### config.mk
export PLATFORM = sky130hd
export DESIGN_NAME = nav_event_arbiter
export DESIGN_NICKNAME = d
export VERILOG_FILES = /design/src/rtl/nav_event_arbiter.sv
export SDC_FILE = /design/constraint.sdc
export NUM_CORES = 1
export LEC_CHECK = 0
export CAP_MARGIN = 10
export CORE_UTILIZATION = 33
export CTS_CLUSTER_SIZE = 24
export DETAILED_ROUTE_END_ITERATION = 12
export GPL_TIMING_DRIVEN = 0
export SLEW_MARGIN = 20
export SYNTH_ARGS = -nofsm -noshare
export SYNTH_HDL_FRONTEND = slang
export SYNTH_SLANG_ARGS = --single-unit
### constraint.sdc
create_clock -name clk_100mhz -period 7.6 [get_ports clk_100mhz]
set_clock_uncertainty 0.2 [all_clocks]
set_input_delay 1.52 -clock clk_100mhz [delete_from_list [all_inputs] [get_ports clk_100mhz]]
set_output_delay 1.52 -clock clk_100mhz [all_outputs]
set_load 0.02 [all_outputs]
### src/rtl/nav_event_arbiter.sv
// Merges debounced button pulses and FFT pitch edges into one ordered command stream.
// FFT events pass through a holdoff lockout; commands leave via a small FWFT FIFO.
module nav_event_arbiter #(
    parameter int DEPTH          = 4,
    parameter int HOLDOFF_CYCLES = 25_000_000
) (
    input  logic       clk_100mhz,
    input  logic       reset,
    input  logic       btn_up,
    input  logic       btn_down,
    input  logic       btn_sel,
    input  logic       fft_hi,
    input  logic       fft_lo,
    input  logic       fft_enable,
    input  logic       flush,
    input  logic       cmd_ready,
    output logic       cmd_valid,
    output logic [1:0] cmd_code,
    output logic       cmd_src,
    output logic       fft_locked,
    output logic [7:0] drop_count
);

    localparam int AW = $clog2(DEPTH);
    localparam int CW = (HOLDOFF_CYCLES > 1) ? $clog2(HOLDOFF_CYCLES) : 1;
    localparam logic [AW:0]   FULL_COUNT = (AW+1)'(DEPTH);
    localparam logic [CW-1:0] HOLD_LOAD  = CW'(HOLDOFF_CYCLES - 1);

    localparam logic [1:0] CODE_UP     = 2'd0;
    localparam logic [1:0] CODE_DOWN   = 2'd1;
    localparam logic [1:0] CODE_SELECT = 2'd2;

    // Handshake: a command transfers on every clock edge where cmd_valid && cmd_ready;
    // cmd_code/cmd_src are stable while cmd_valid is high and not yet accepted.

    typedef enum logic {IDLE = 1'b0, HOLD = 1'b1} hold_state_t;

    hold_state_t   state, state_next;
    logic [CW-1:0] hold_cnt, hold_cnt_next;

    logic fft_hi_q, fft_lo_q;
    logic hi_edge, lo_edge, fft_live, fft_any;

    logic       push_req, fft_sel, loser;
    logic [1:0] push_code;
    logic       push_src;

    logic [2:0]    mem [DEPTH];
    logic [AW-1:0] wr_ptr, rd_ptr, rd_ptr_next;
    logic [AW:0]   count, count_next, count_after_pop;
    logic          full, pop, push_ok, lost_full, drop_inc;

    assign hi_edge  = fft_hi & ~fft_hi_q;
    assign lo_edge  = fft_lo & ~fft_lo_q;
    assign fft_live = fft_enable && (state == IDLE);
    assign fft_any  = fft_live && (hi_edge || lo_edge);

    // Edge registers track the levels unconditionally so enabling never fabricates an edge.
    always_ff @(posedge clk_100mhz) begin
        fft_hi_q <= fft_hi;
        fft_lo_q <= fft_lo;
    end

    always_comb begin
        push_req  = 1'b0;
        push_code = CODE_UP;
        push_src  = 1'b0;
        fft_sel   = 1'b0;
        if (btn_sel) begin
            push_req  = 1'b1;
            push_code = CODE_SELECT;
        end else if (btn_up ^ btn_down) begin
            push_req  = 1'b1;
            push_code = btn_up ? CODE_UP : CODE_DOWN;
        end else if (fft_live && (hi_edge ^ lo_edge)) begin
            push_req  = 1'b1;
            push_code = hi_edge ? CODE_UP : CODE_DOWN;
            push_src  = 1'b1;
            fft_sel   = 1'b1;
        end
    end

    always_comb begin
        if (btn_sel)
            loser = btn_up || btn_down || fft_any;
        else if (btn_up ^ btn_down)
            loser = fft_any;
        else if (fft_sel)
            loser = btn_up && btn_down;
        else
            loser = (btn_up && btn_down) || fft_any;
    end

    always_comb begin
        state_next    = state;
        hold_cnt_next = hold_cnt;
        if (!fft_enable) begin
            state_next    = IDLE;
            hold_cnt_next = '0;
        end else begin
            case (state)
                IDLE: if (fft_sel) begin
                    state_next    = HOLD;
                    hold_cnt_next = HOLD_LOAD;
                end
                HOLD: if (hold_cnt == '0) state_next = IDLE;
                      else hold_cnt_next = hold_cnt - 1'b1;
                default: state_next = IDLE;
            endcase
        end
    end

    always_ff @(posedge clk_100mhz) begin
        if (reset) begin
            state    <= IDLE;
            hold_cnt <= '0;
        end else begin
            state    <= state_next;
            hold_cnt <= hold_cnt_next;
        end
    end

    assign fft_locked = (state == HOLD);

    assign cmd_valid       = (count != '0);
    assign full            = (count == FULL_COUNT);
    assign pop             = cmd_valid && cmd_ready;
    assign push_ok         = push_req && (!full || pop) && !flush;
    assign lost_full       = push_req && full && !pop && !flush;
    assign drop_inc        = loser || lost_full;
    assign rd_ptr_next     = rd_ptr + AW'(pop);
    assign count_after_pop = count - (AW+1)'(pop);
    assign count_next      = count_after_pop + (AW+1)'(push_ok);

    // Head register: takes the fresh push when it lands in an otherwise empty queue.
    always_ff @(posedge clk_100mhz) begin
        if (reset) begin
            wr_ptr   <= '0;
            rd_ptr   <= '0;
            count    <= '0;
            cmd_code <= CODE_UP;
            cmd_src  <= 1'b0;
        end else if (flush) begin
            wr_ptr <= '0;
            rd_ptr <= '0;
            count  <= '0;
        end else begin
            if (push_ok) begin
                mem[wr_ptr] <= {push_code, push_src};
                wr_ptr      <= wr_ptr + 1'b1;
            end
            rd_ptr <= rd_ptr_next;
            count  <= count_next;
            if (count_next != '0) begin
                if (count_after_pop == '0)
                    {cmd_code, cmd_src} <= {push_code, push_src};
                else
                    {cmd_code, cmd_src} <= mem[rd_ptr_next];
            end
        end
    end

    always_ff @(posedge clk_100mhz) begin
        if (reset)
            drop_count <= '0;
        else if (drop_inc && drop_count != 8'hFF)
            drop_count <= drop_count + 1'b1;
    end

endmodule

==> results of run 1 <==
==> per-layer routing <==
layer	vias up	GRT usage (%)	wire [um]
met5	-	0	0
met1	1159	18.82	3178
met3	10	4.986	223
li1	1220	-	-
met4	0	4.478	72
met2	42	24.05	3137
==> sequential cells by signal, indices dropped and copies added (netlist names) <==
register and count:
cmd_src 1, fft_locked 1, drop_count 8, mem 12, fft_lo_q 1, rd_ptr 2
count 3, cmd_code 2, fft_hi_q 1, hold_cnt 25, wr_ptr 2
==> cells by family (layout without fill, tap and decap cells) <==
kind of cell    Yosys count  after routing  synth area share [%]
buf+inv                  27             64                 3.793
compound gates           70             70                 15.76
fa+ha+maj                15             15                 6.321
xor+xnor                  9              9                 2.655
simple gates            118            118                 25.03
mux                       6              6                 3.287
flops                    58             58                 43.15
==> final timing paths <==
path	from	endpoint	slack, ns	cells after the start
max reg2reg	hold_cnt[0]$_SDFFE_PP0P_	hold_cnt[3]$_SDFFE_PP0P_	4.57	9
min	hold_cnt[10]$_SDFFE_PP0P_	hold_cnt[10]$_SDFFE_PP0P_	0.29	2
min reg2reg	hold_cnt[10]$_SDFFE_PP0P_	hold_cnt[10]$_SDFFE_PP0P_	0.29	2
max	btn_up	cmd_src$_SDFFE_PP0P_	3.37	11
==> cell type report <==
class,count,area (sq um),share of cell area [%]
multi-input combinational,218,1575,45.01
sequential,58,1281,36.61
timing repair buffer,21,210.2,6.006
tap,108,135.1,3.861
clock buffer,10,127.6,3.647
buffer,14,63.81,1.823
clock inverter,6,57.56,1.645
inverter,13,48.80,1.394
==> critical path, delay by kind of cell <==
family	cells	cell delay (ns)
buffers and inverters	2	0.58
xor gates and xnor gates	1	0.08
AOI/OAI and AO/OA	3	1.21
adders and majority gates	3	0.73
and+or+nand+nor	2	0.16
==> Yosys cell counts (2+ instances only) <==
cell       n  area share, %
mux2i_1    3            1.0
or3_1     13            2.7
nand4_1    3           0.63
or4b_2     3            1.0
nand4b_1   5            1.5
a31oi_1    6            1.3
or4_1     14            3.5
o31a_1     2           0.59
nor2b_1    2           0.42
nor3_1    13            2.2
nor2_1    20            2.5
ha_1      15            6.3
mux4_2     3            2.3
or4_4      2           0.76
nor3b_1    3           0.76
xnor2_1    5            1.5
a311oi_1   6            1.8
inv_1     13            1.6
o21ai_0    9            1.5
a211oi_1  12            3.0
nand3b_1   2           0.51
nand3_1    4           0.67
nor4_1     4           0.84
dfxtp_1   46             31
nand2b_1   6            1.3
clkbuf_1  12            1.5
nand2_1    7           0.89
o31ai_1    9            2.3
and2_1    10            2.1
edfxtp_1  12             12
a21oi_1   19            3.2
xor2_1     4            1.2
==> metrics by stage <==
| stage | util, % | power (uW) | instance area, sq um | std cells |
|---|---|---|---|---|
| 2_1_floorplan | - | 414.7 | 2969 | 303 |
| 3_3_place_gp | 38.01 | 448.4 | 3314 | 432 |
| 3_5_place_dp | 38.01 | 450.6 | 3314 | 432 |
| 4_1_cts | 40.13 | 725.4 | 3500 | 448 |
| 5_1_grt | 40.13 | 755.9 | 3500 | 448 |
| 6_report | 40.13 | 715.3 | 3500 | 448 |
==> cells in the final DEF, fill, tap and decap left out, types with 2 or more instances in the layout <==
cell type,netlist,final
or4b_2,3,3
nand2b_1,6,6
nor2b_1,2,2
ha_1,15,15
edfxtp_1,12,12
nand4b_1,5,5
nor3_1,13,13
nand4_1,3,3
clkbuf_1,12,13
a21oi_1,19,19
xnor2_1,5,5
a211oi_1,12,12
o31a_1,2,2
mux4_2,3,3
nor4_1,4,4
xor2_1,4,4
o21ai_0,9,9
a311oi_1,6,6
nand2_1,7,7
dfxtp_1,46,46
nor3b_1,3,3
and2_1,10,10
or3_1,13,13
nand3b_1,2,2
nor2_1,20,20
clkbuf_8,0,9
or4_1,14,14
clkdlybuf4s50_1,0,21
nand3_1,4,4
or4_4,2,2
clkinv_2,0,4
o31ai_1,9,9
inv_1,13,13
a31oi_1,6,6
mux2i_1,3,3
==> power breakdown <==
| part | switching, uW | leakage (uW) | internal (uW) |
|---|---|---|---|
| clock | 122 | 0.0000958 | 149 |
| sequential | 8.32 | 0.000480 | 325 |
| combinational | 62.0 | 0.000666 | 49.0 |
==> out/results.ini, run 1 <==
[critical_path]
crit_path_frequent_cell = ha_1
worstPathArrival_ns = 4.28
crit_path_cell_trace = clkdlybuf4s50_1, inv_1, ha_1, nor2_1, a211oi_1, ha_1, ha_1, xor2_1, a21oi_1, nor2_1, a211oi_1
crit_type = primary input to register
cp_slowest_cell = a211oi_1
end_kind = register
cp-start-kind = primary input
critPathRequiredTime_ns = 7.65
max_stage_delay_ns = 0.61
critical_path.max_fanout = 6

[routing]
drtIter0Drc = 106
wl_per_cell_um = 14.76
drtAntennaViolNets = 0
drc = 0
firstDrtPassIters = 4
route.vias.total = 2431
viasPerCell = 5.426
wirelength_um = 6611

[synthesis]
ys_ff_latch = 58
syn_inst = 303
syn_avg_cell_area_sq_um = 9.799
synth-edff-count = 12
synthArstFlopShare_pct = 0
yosysSeqAreaShare_pct = 43.15
syn_nets = 328
ys_dominant_reg_cell = dfxtp_1
netlist_area_sq_mm = 0.002969
yosys_warnings = 0
synth_cell_types = 48

[pwr]
powerDensity_mw_per_mm2 = 204.4
power.leakage_uw = 0.001242
ir_worst_vdd_mv = 0.1074

[clock_tree]
path_clk_slew_ns = 0.07
post_cts_buffers = 0
worstSkewPairLatency_ns = 0.34
h-tree-depth = 3
postCtsHoldBufs = 0
cts_resized = 0
clock_path_buffers = 2
cts_root_buf = clkbuf_8
cts_buffers = 9
clock_sinks = 58
cts_tree = done

[grt]
grt.total_usage_pct = 14.91
grt_max_degree = 14
grt_pass1_wl_um = 11250
antenna_found_initial = 0
first_global_vias = 2325
overflow = 0

[cells_and_area]
n_antenna_cell = 0
n_fill_cell = 864
final_nets = 360
syn2layout_area_growth_pct = 17.87
drive_gt1_share_pct = 8.824

[floorplan]
die_x_um = 96.86
die_h_um = 96.86
placementRows = 34
dieArea_sq_mm = 0.009381
boundaryPins = 23
core_sq_mm = 0.008721
start_util_pct = 34.05

[placed_design]
gp_congestion = 0.7908
place_ws_ns = 3.001
dp_hpwl_um = 4735
portBuffers = 21

[timing]
fin_crit_ns = 4.229
min_period_over_period_pct = 55.65
finalSetupViolCount = 0
fmax_ghz = 0.2364
hold_violations = 0
rsz0062_at_grt = no
fin_tns_setup_ns = 0
setup_ws_ns = 3.371
slew_headroom_pct = 51.17
holdWs_ns = 0.2948
worst_pin_slew_ns = 0.7269
drv_slew = 0

[min_path]
holdCritPathClass = register to register

[run]
cap_violations = 0

[run_status]
outcome = complete, no violations

Note: power is estimated with default switching activity, not from simulation.
==> inputs of run 2 (changes only) <==
==> constraint.sdc (replaced) <==
create_clock -name clk_100mhz -period 4.2 [get_ports clk_100mhz]
set_clock_uncertainty 0.2 [all_clocks]
set_input_delay 0.84 -clock clk_100mhz [delete_from_list [all_inputs] [get_ports clk_100mhz]]
set_output_delay 0.84 -clock clk_100mhz [all_outputs]
set_load 0.02 [all_outputs]
==> results of run 2 <==
The final DEF is identical to that of run 1. Status: complete, no violations.
Main changes from that run: setup slack after placement 3.001 ns -> 0.2809 ns; setup slack after layout 3.371 ns -> 0.6507 ns; register-to-register setup slack 4.57 ns -> 1.17 ns; total power 715.3 uW -> 1294 uW; worst IR drop on VDD 0.1074 mV -> 0.1944 mV
==> inputs of run 3 (changes only) <==
==> constraint.sdc (replaced) <==
create_clock -name clk_100mhz -period 3.27 [get_ports clk_100mhz]
set_clock_uncertainty 0.2 [all_clocks]
set_input_delay 0.654 -clock clk_100mhz [delete_from_list [all_inputs] [get_ports clk_100mhz]]
set_output_delay 0.654 -clock clk_100mhz [all_outputs]
set_load 0.02 [all_outputs]
==> out/results.ini, run 3 (same netlist as run 1, synthesis figures left out) <==
[run_status]
outcome = complete, no violations

[critical_path]
rr_worst_depth = 9
r2r-start = hold_cnt[0]$_SDFFE_PP0P_
critical_path.max_fanout = 6
rrSetupSlack_ns = 0.24
worstPathArrival_ns = 3.15
crit_start = btn_up
endpoint = cmd_src$_SDFFE_PP0P_
end_kind = register
cp-start-kind = primary input
critPathRequiredTime_ns = 3.33
crit_type = primary input to register
worst_r2r_endpoint = hold_cnt[3]$_SDFFE_PP0P_

[routing]
wirelength_um = 6619
wl_per_cell_um = 14.81
drtIter0Drc = 85
drc = 0
firstDrtPassIters = 4
viasPerCell = 5.427
drtAntennaViolNets = 0
route.vias.total = 2426

[cells_and_area]
final_cell_area_sq_mm = 0.003506
postLayoutCoreUtil_pct = 40.20
top_register = hold_cnt
drive_gt1_share_pct = 9.735
layout_commonest_cell = dfxtp_1
syn2layout_area_growth_pct = 18.08
mostFrequentLayoutCells = dfxtp_1 (46), clkdlybuf4s50_1 (21), nor2_1 (20)
largest_reg_flops = 25
reg_top3 = hold_cnt: 25 flops, mem: 12 flops, drop_count: 8 flops
final_nets = 359
n_antenna_cell = 0

[floorplan]
die_h_um = 96.86
placementRows = 34
start_util_pct = 34.05
dieArea_sq_mm = 0.009381
die_x_um = 96.86
core_sq_mm = 0.008721
boundaryPins = 23

[placed_design]
dp_hpwl_um = 4735
postPlaceCellArea_sq_mm = 0.003314
portBuffers = 21
gp_congestion = 0.7908

[timing]
hold_violations = 0
rsz0062_at_grt = no
drv_slew = 0
fin_tns_setup_ns = 0
worst_pin_slew_ns = 0.7309
finalSetupViolCount = 0
fin_crit_ns = 3.097
min_period_over_period_pct = 94.70
fmax_ghz = 0.3229
slew_headroom_pct = 50.90

[clock_tree]
h-tree-depth = 3
clock_sinks = 58
worstSkewPairLatency_ns = 0.34
path_clk_slew_ns = 0.06
clock_path_buffers = 2
cts_root_buf = clkbuf_8
cts_tree = done
cts_buffers = 9
postCtsHoldBufs = 0

[pwr]
power.leakage_uw = 0.001245
powerDensity_mw_per_mm2 = 475.9
power_uw = 1669
ir_worst_vdd_mv = 0.2497

[grt]
grt_pass1_wl_um = 11280
first_global_vias = 2333
antenna_found_initial = 0
grt_max_degree = 14
grt.total_usage_pct = 14.95
overflow = 0

[min_path]
holdCritPathClass = register to register

[run]
cap_violations = 0

## run 3: cell types whose count changed in the layout (fill, tap and decap cells not counted)
cell,delta
a211oi_1,-1
a211oi_2,+1
a21oi_1,-1
a21oi_2,+1
clkbuf_1,-2
clkbuf_2,+1
## run 3: per-stage QoR
stage | setup WS, ns | hold WS [ns] | cells
6_report | 0.1733 | 0.2948 | 447
5_1_grt | 0.02050 | 0.3186 | 447
4_1_cts | 0.08238 | 0.2944 | 448
3_5_place_dp | -0.4631 | 0.2829 | 432
3_3_place_gp | -0.4485 | 0.2726 | 432
2_1_floorplan | 0.4389 | 0.2555 | 303
## run 3: power breakdown
part           leakage [uW]  internal [uW]  switching [uW]
Sequential         0.000480            754            19.2
Clock             0.0000958            346             288
Combinational      0.000669            115             146
## run 3: cell type report
cell class                 instances  area, sq um
buffer                            13        61.31
clock buffer                      10        127.6
clock inverter                     6        57.56
fill                             865         5215
inverter                          13        48.80
multi-input combinational        218         1584
sequential                        58         1281
tap                              108        135.1
timing repair buffer              21        210.2
## run 3: worst min-delay path by stage
stage	start	endpoint	slack, ns	depth (start not counted)
6_report	hold_cnt[10]$_SDFFE_PP0P_	hold_cnt[10]$_SDFFE_PP0P_	0.29	2
5_1_grt	hold_cnt[6]$_SDFFE_PP0P_	hold_cnt[6]$_SDFFE_PP0P_	0.32	2
4_1_cts	hold_cnt[6]$_SDFFE_PP0P_	hold_cnt[6]$_SDFFE_PP0P_	0.29	2
3_5_place_dp	hold_cnt[6]$_SDFFE_PP0P_	hold_cnt[6]$_SDFFE_PP0P_	0.28	2
3_3_place_gp	hold_cnt[10]$_SDFFE_PP0P_	hold_cnt[10]$_SDFFE_PP0P_	0.27	2
2_1_floorplan	hold_cnt[10]$_SDFFE_PP0P_	hold_cnt[10]$_SDFFE_PP0P_	0.26	2
## run 3: per-layer routing
layer	global-route usage, %	vias up	share of wire (%)
met5	0	-	0
met4	4.478	0	1.0
met3	4.986	8	3.0
met2	24.32	39	48
met1	18.72	1165	48
li1	-	1214	-
## run 3: what timing repair did
action                     4_1_cts  5_1_grt
resized for setup                1        3
pin swaps                        0        0
setup buffers                    0        0
setup endpoints to repair        3        5
hold endpoints to repair         0        0
## run 3: critical path: stages
cell and delay (ns):
clkdlybuf4s50_1 0.52, inv_1 0.06, ha_1 0.32, nor2_1 0.26, a211oi_2 0.17, ha_1 0.24
ha_1 0.19, xor2_1 0.18, a21oi_2 0.28, nor2_1 0.07, a211oi_1 0.21
==> edit: new RTL, config.mk and constraints of run 3 <==
Set the parameter `HOLDOFF_CYCLES` to 12_500_000 (it was 25_000_000).
--- a/src/rtl/nav_event_arbiter.sv
+++ b/src/rtl/nav_event_arbiter.sv
@@ -2,7 +2,7 @@
 // FFT events pass through a holdoff lockout; commands leave via a small FWFT FIFO.
 module nav_event_arbiter #(
     parameter int DEPTH          = 4,
-    parameter int HOLDOFF_CYCLES = 25_000_000
+    parameter int HOLDOFF_CYCLES = 12_500_000
 ) (
     input  logic       clk_100mhz,
     input  logic       reset,
Formal check against the unedited RTL: no difference found for any inputs over 4 cycles, from zero or initial values and one cycle with reset high; that may be too few to reach the edited logic, so the function may still have changed.
==> edit against run 3 <==
First-iteration DRC count down 35%; worst setup slack better by 0.026 ns; final area down 4.1%; register-to-register slack better by 0.32 ns; synthesized cell count down 5.9%; power down 6.4%; area after synthesis down 4.6%; combinational power down 7%; sequential power down 2%; non-clock buffer count down 4; sequential cell count down 1; cell count down 4.3%; wire length down 8.9%; largest cell class unchanged; largest power group unchanged.
==> edit: results (changes against run 3) <==
MET3WIRELENGTH_UM=229  # was 197 µm
GROUTE.LAYER.MET1.USAGE_PCT=17.79  # was 18.72%
MAXIMUM_NUMBER_OF_PINS_ON_ONE_NET_BEFORE_GLOBAL_ROUTE_REPAIR=11  # was 14
NUMBER_OF_BUFFERS_OTHER_THAN_CLOCK_BUFFERS_IN_THE_FINAL_LAYOUT=30  # was 34
INTERNAL-POWER_uW=1120  # was 1216 µW
WORSTPATHMAXFANOUT=5  # was 6
R2R_DEPTH=5  # was 9
MULTI_INPUT_AREA_SHARE_PCT=43.89  # was 45.18%
ROUTEDLENGTHMET1_UM=2892  # was 3201 µm
CLOCK_CELL_AREA_SHARE_PCT=4.840  # was 5.282%
LARGEST_REGISTERS='hold_cnt (24), mem (12), drop_count (8)'  # was hold_cnt (25), mem (12), drop_count (8)
SYNTH_AREA_IN_ADDERS_PCT=6.623  # was 6.321%
ROUTED_WIRELENGTH_UM=6028  # was 6619 µm
DPL.CELL_COUNT=411  # was 432
DRIVE_GT1_SHARE_PCT=11.46  # was 9.735%
SYN2LAYOUT_AREA_GROWTH_PCT=18.59  # was 18.08%
YOSYS.AREA_SHARE.XOR_XNOR_PCT=3.400  # was 2.655%
NETS=343  # was 359
DRT_ITER0_DRC=55  # was 85
POWER.SEQUENTIAL.FRACTION_PCT=48.6  # was 46.4%
SYNTH_COMPOUND_GATE_AREA_SHARE_PCT=15.72  # was 15.76%
GLOBALROUTETOTALUTIL_PCT=14.74  # was 14.95%
SETUP_SLACK_OF_THE_MOST_CRITICAL_REG_TO_REG_PATH_NS=0.56  # was 0.24 ns
FILL_CELLS=829  # was 865
DETAILED_PLACE_HPWL_UM=4206  # was 4735 µm
POST_DP_CELL_AREA_UM2=3176  # was 3314 µm²
WL_PER_CELL_UM=14.08  # was 14.81 µm
NUM-NONCLK-INVERTERS=17  # was 13
CRITICAL-PATH-MAX-STAGE-DELAY_NS=0.48  # was 0.52 ns
GRT_UTIL_MET3_PCT=6.039  # was 4.986%
WL_MET2_UM=2841  # was 3152 µm
LAYOUT.SEQUENTIAL_CELLS=57  # was 58
RUN_STATUS='finished clean'  # unchanged
SYNTH_NETS=310  # was 328
POWER_FRAC_CLOCK_PCT=35.9  # was 38.0%
PATH_DELAY_FAMILY='compound AO/OA/AOI/OAI gates'  # was adder cells
POWER_DENSITY_nW_PER_UM2=464.8  # was 475.9 nW/µm²
edit: changes by cell type after synthesis, moves of 3 or more:
cell | run 3 | this run
sky130_fd_sc_hd__nor3_1 | 13 | 9
sky130_fd_sc_hd__a211oi_1 | 12 | 8
sky130_fd_sc_hd__clkbuf_1 | 12 | 5
sky130_fd_sc_hd__nor2_1 | 20 | 17
sky130_fd_sc_hd__or3_1 | 13 | 9
sky130_fd_sc_hd__and3_1 | 1 | 4
sky130_fd_sc_hd__o211ai_1 | 0 | 3
sky130_fd_sc_hd__a311oi_1 | 6 | 2
sky130_fd_sc_hd__nor4_1 | 4 | 7
sky130_fd_sc_hd__or4_1 | 14 | 5
sky130_fd_sc_hd__nand4b_1 | 5 | 0
sky130_fd_sc_hd__o31ai_1 | 9 | 5
sky130_fd_sc_hd__xor2_1 | 4 | 7
sky130_fd_sc_hd__inv_1 | 13 | 17
edit: repair_timing:
action	in CTS	in global routing
endpoints found under the setup margin	3	3
gates resized for setup	1	1
buffers inserted	0	1
pin swaps	0	1
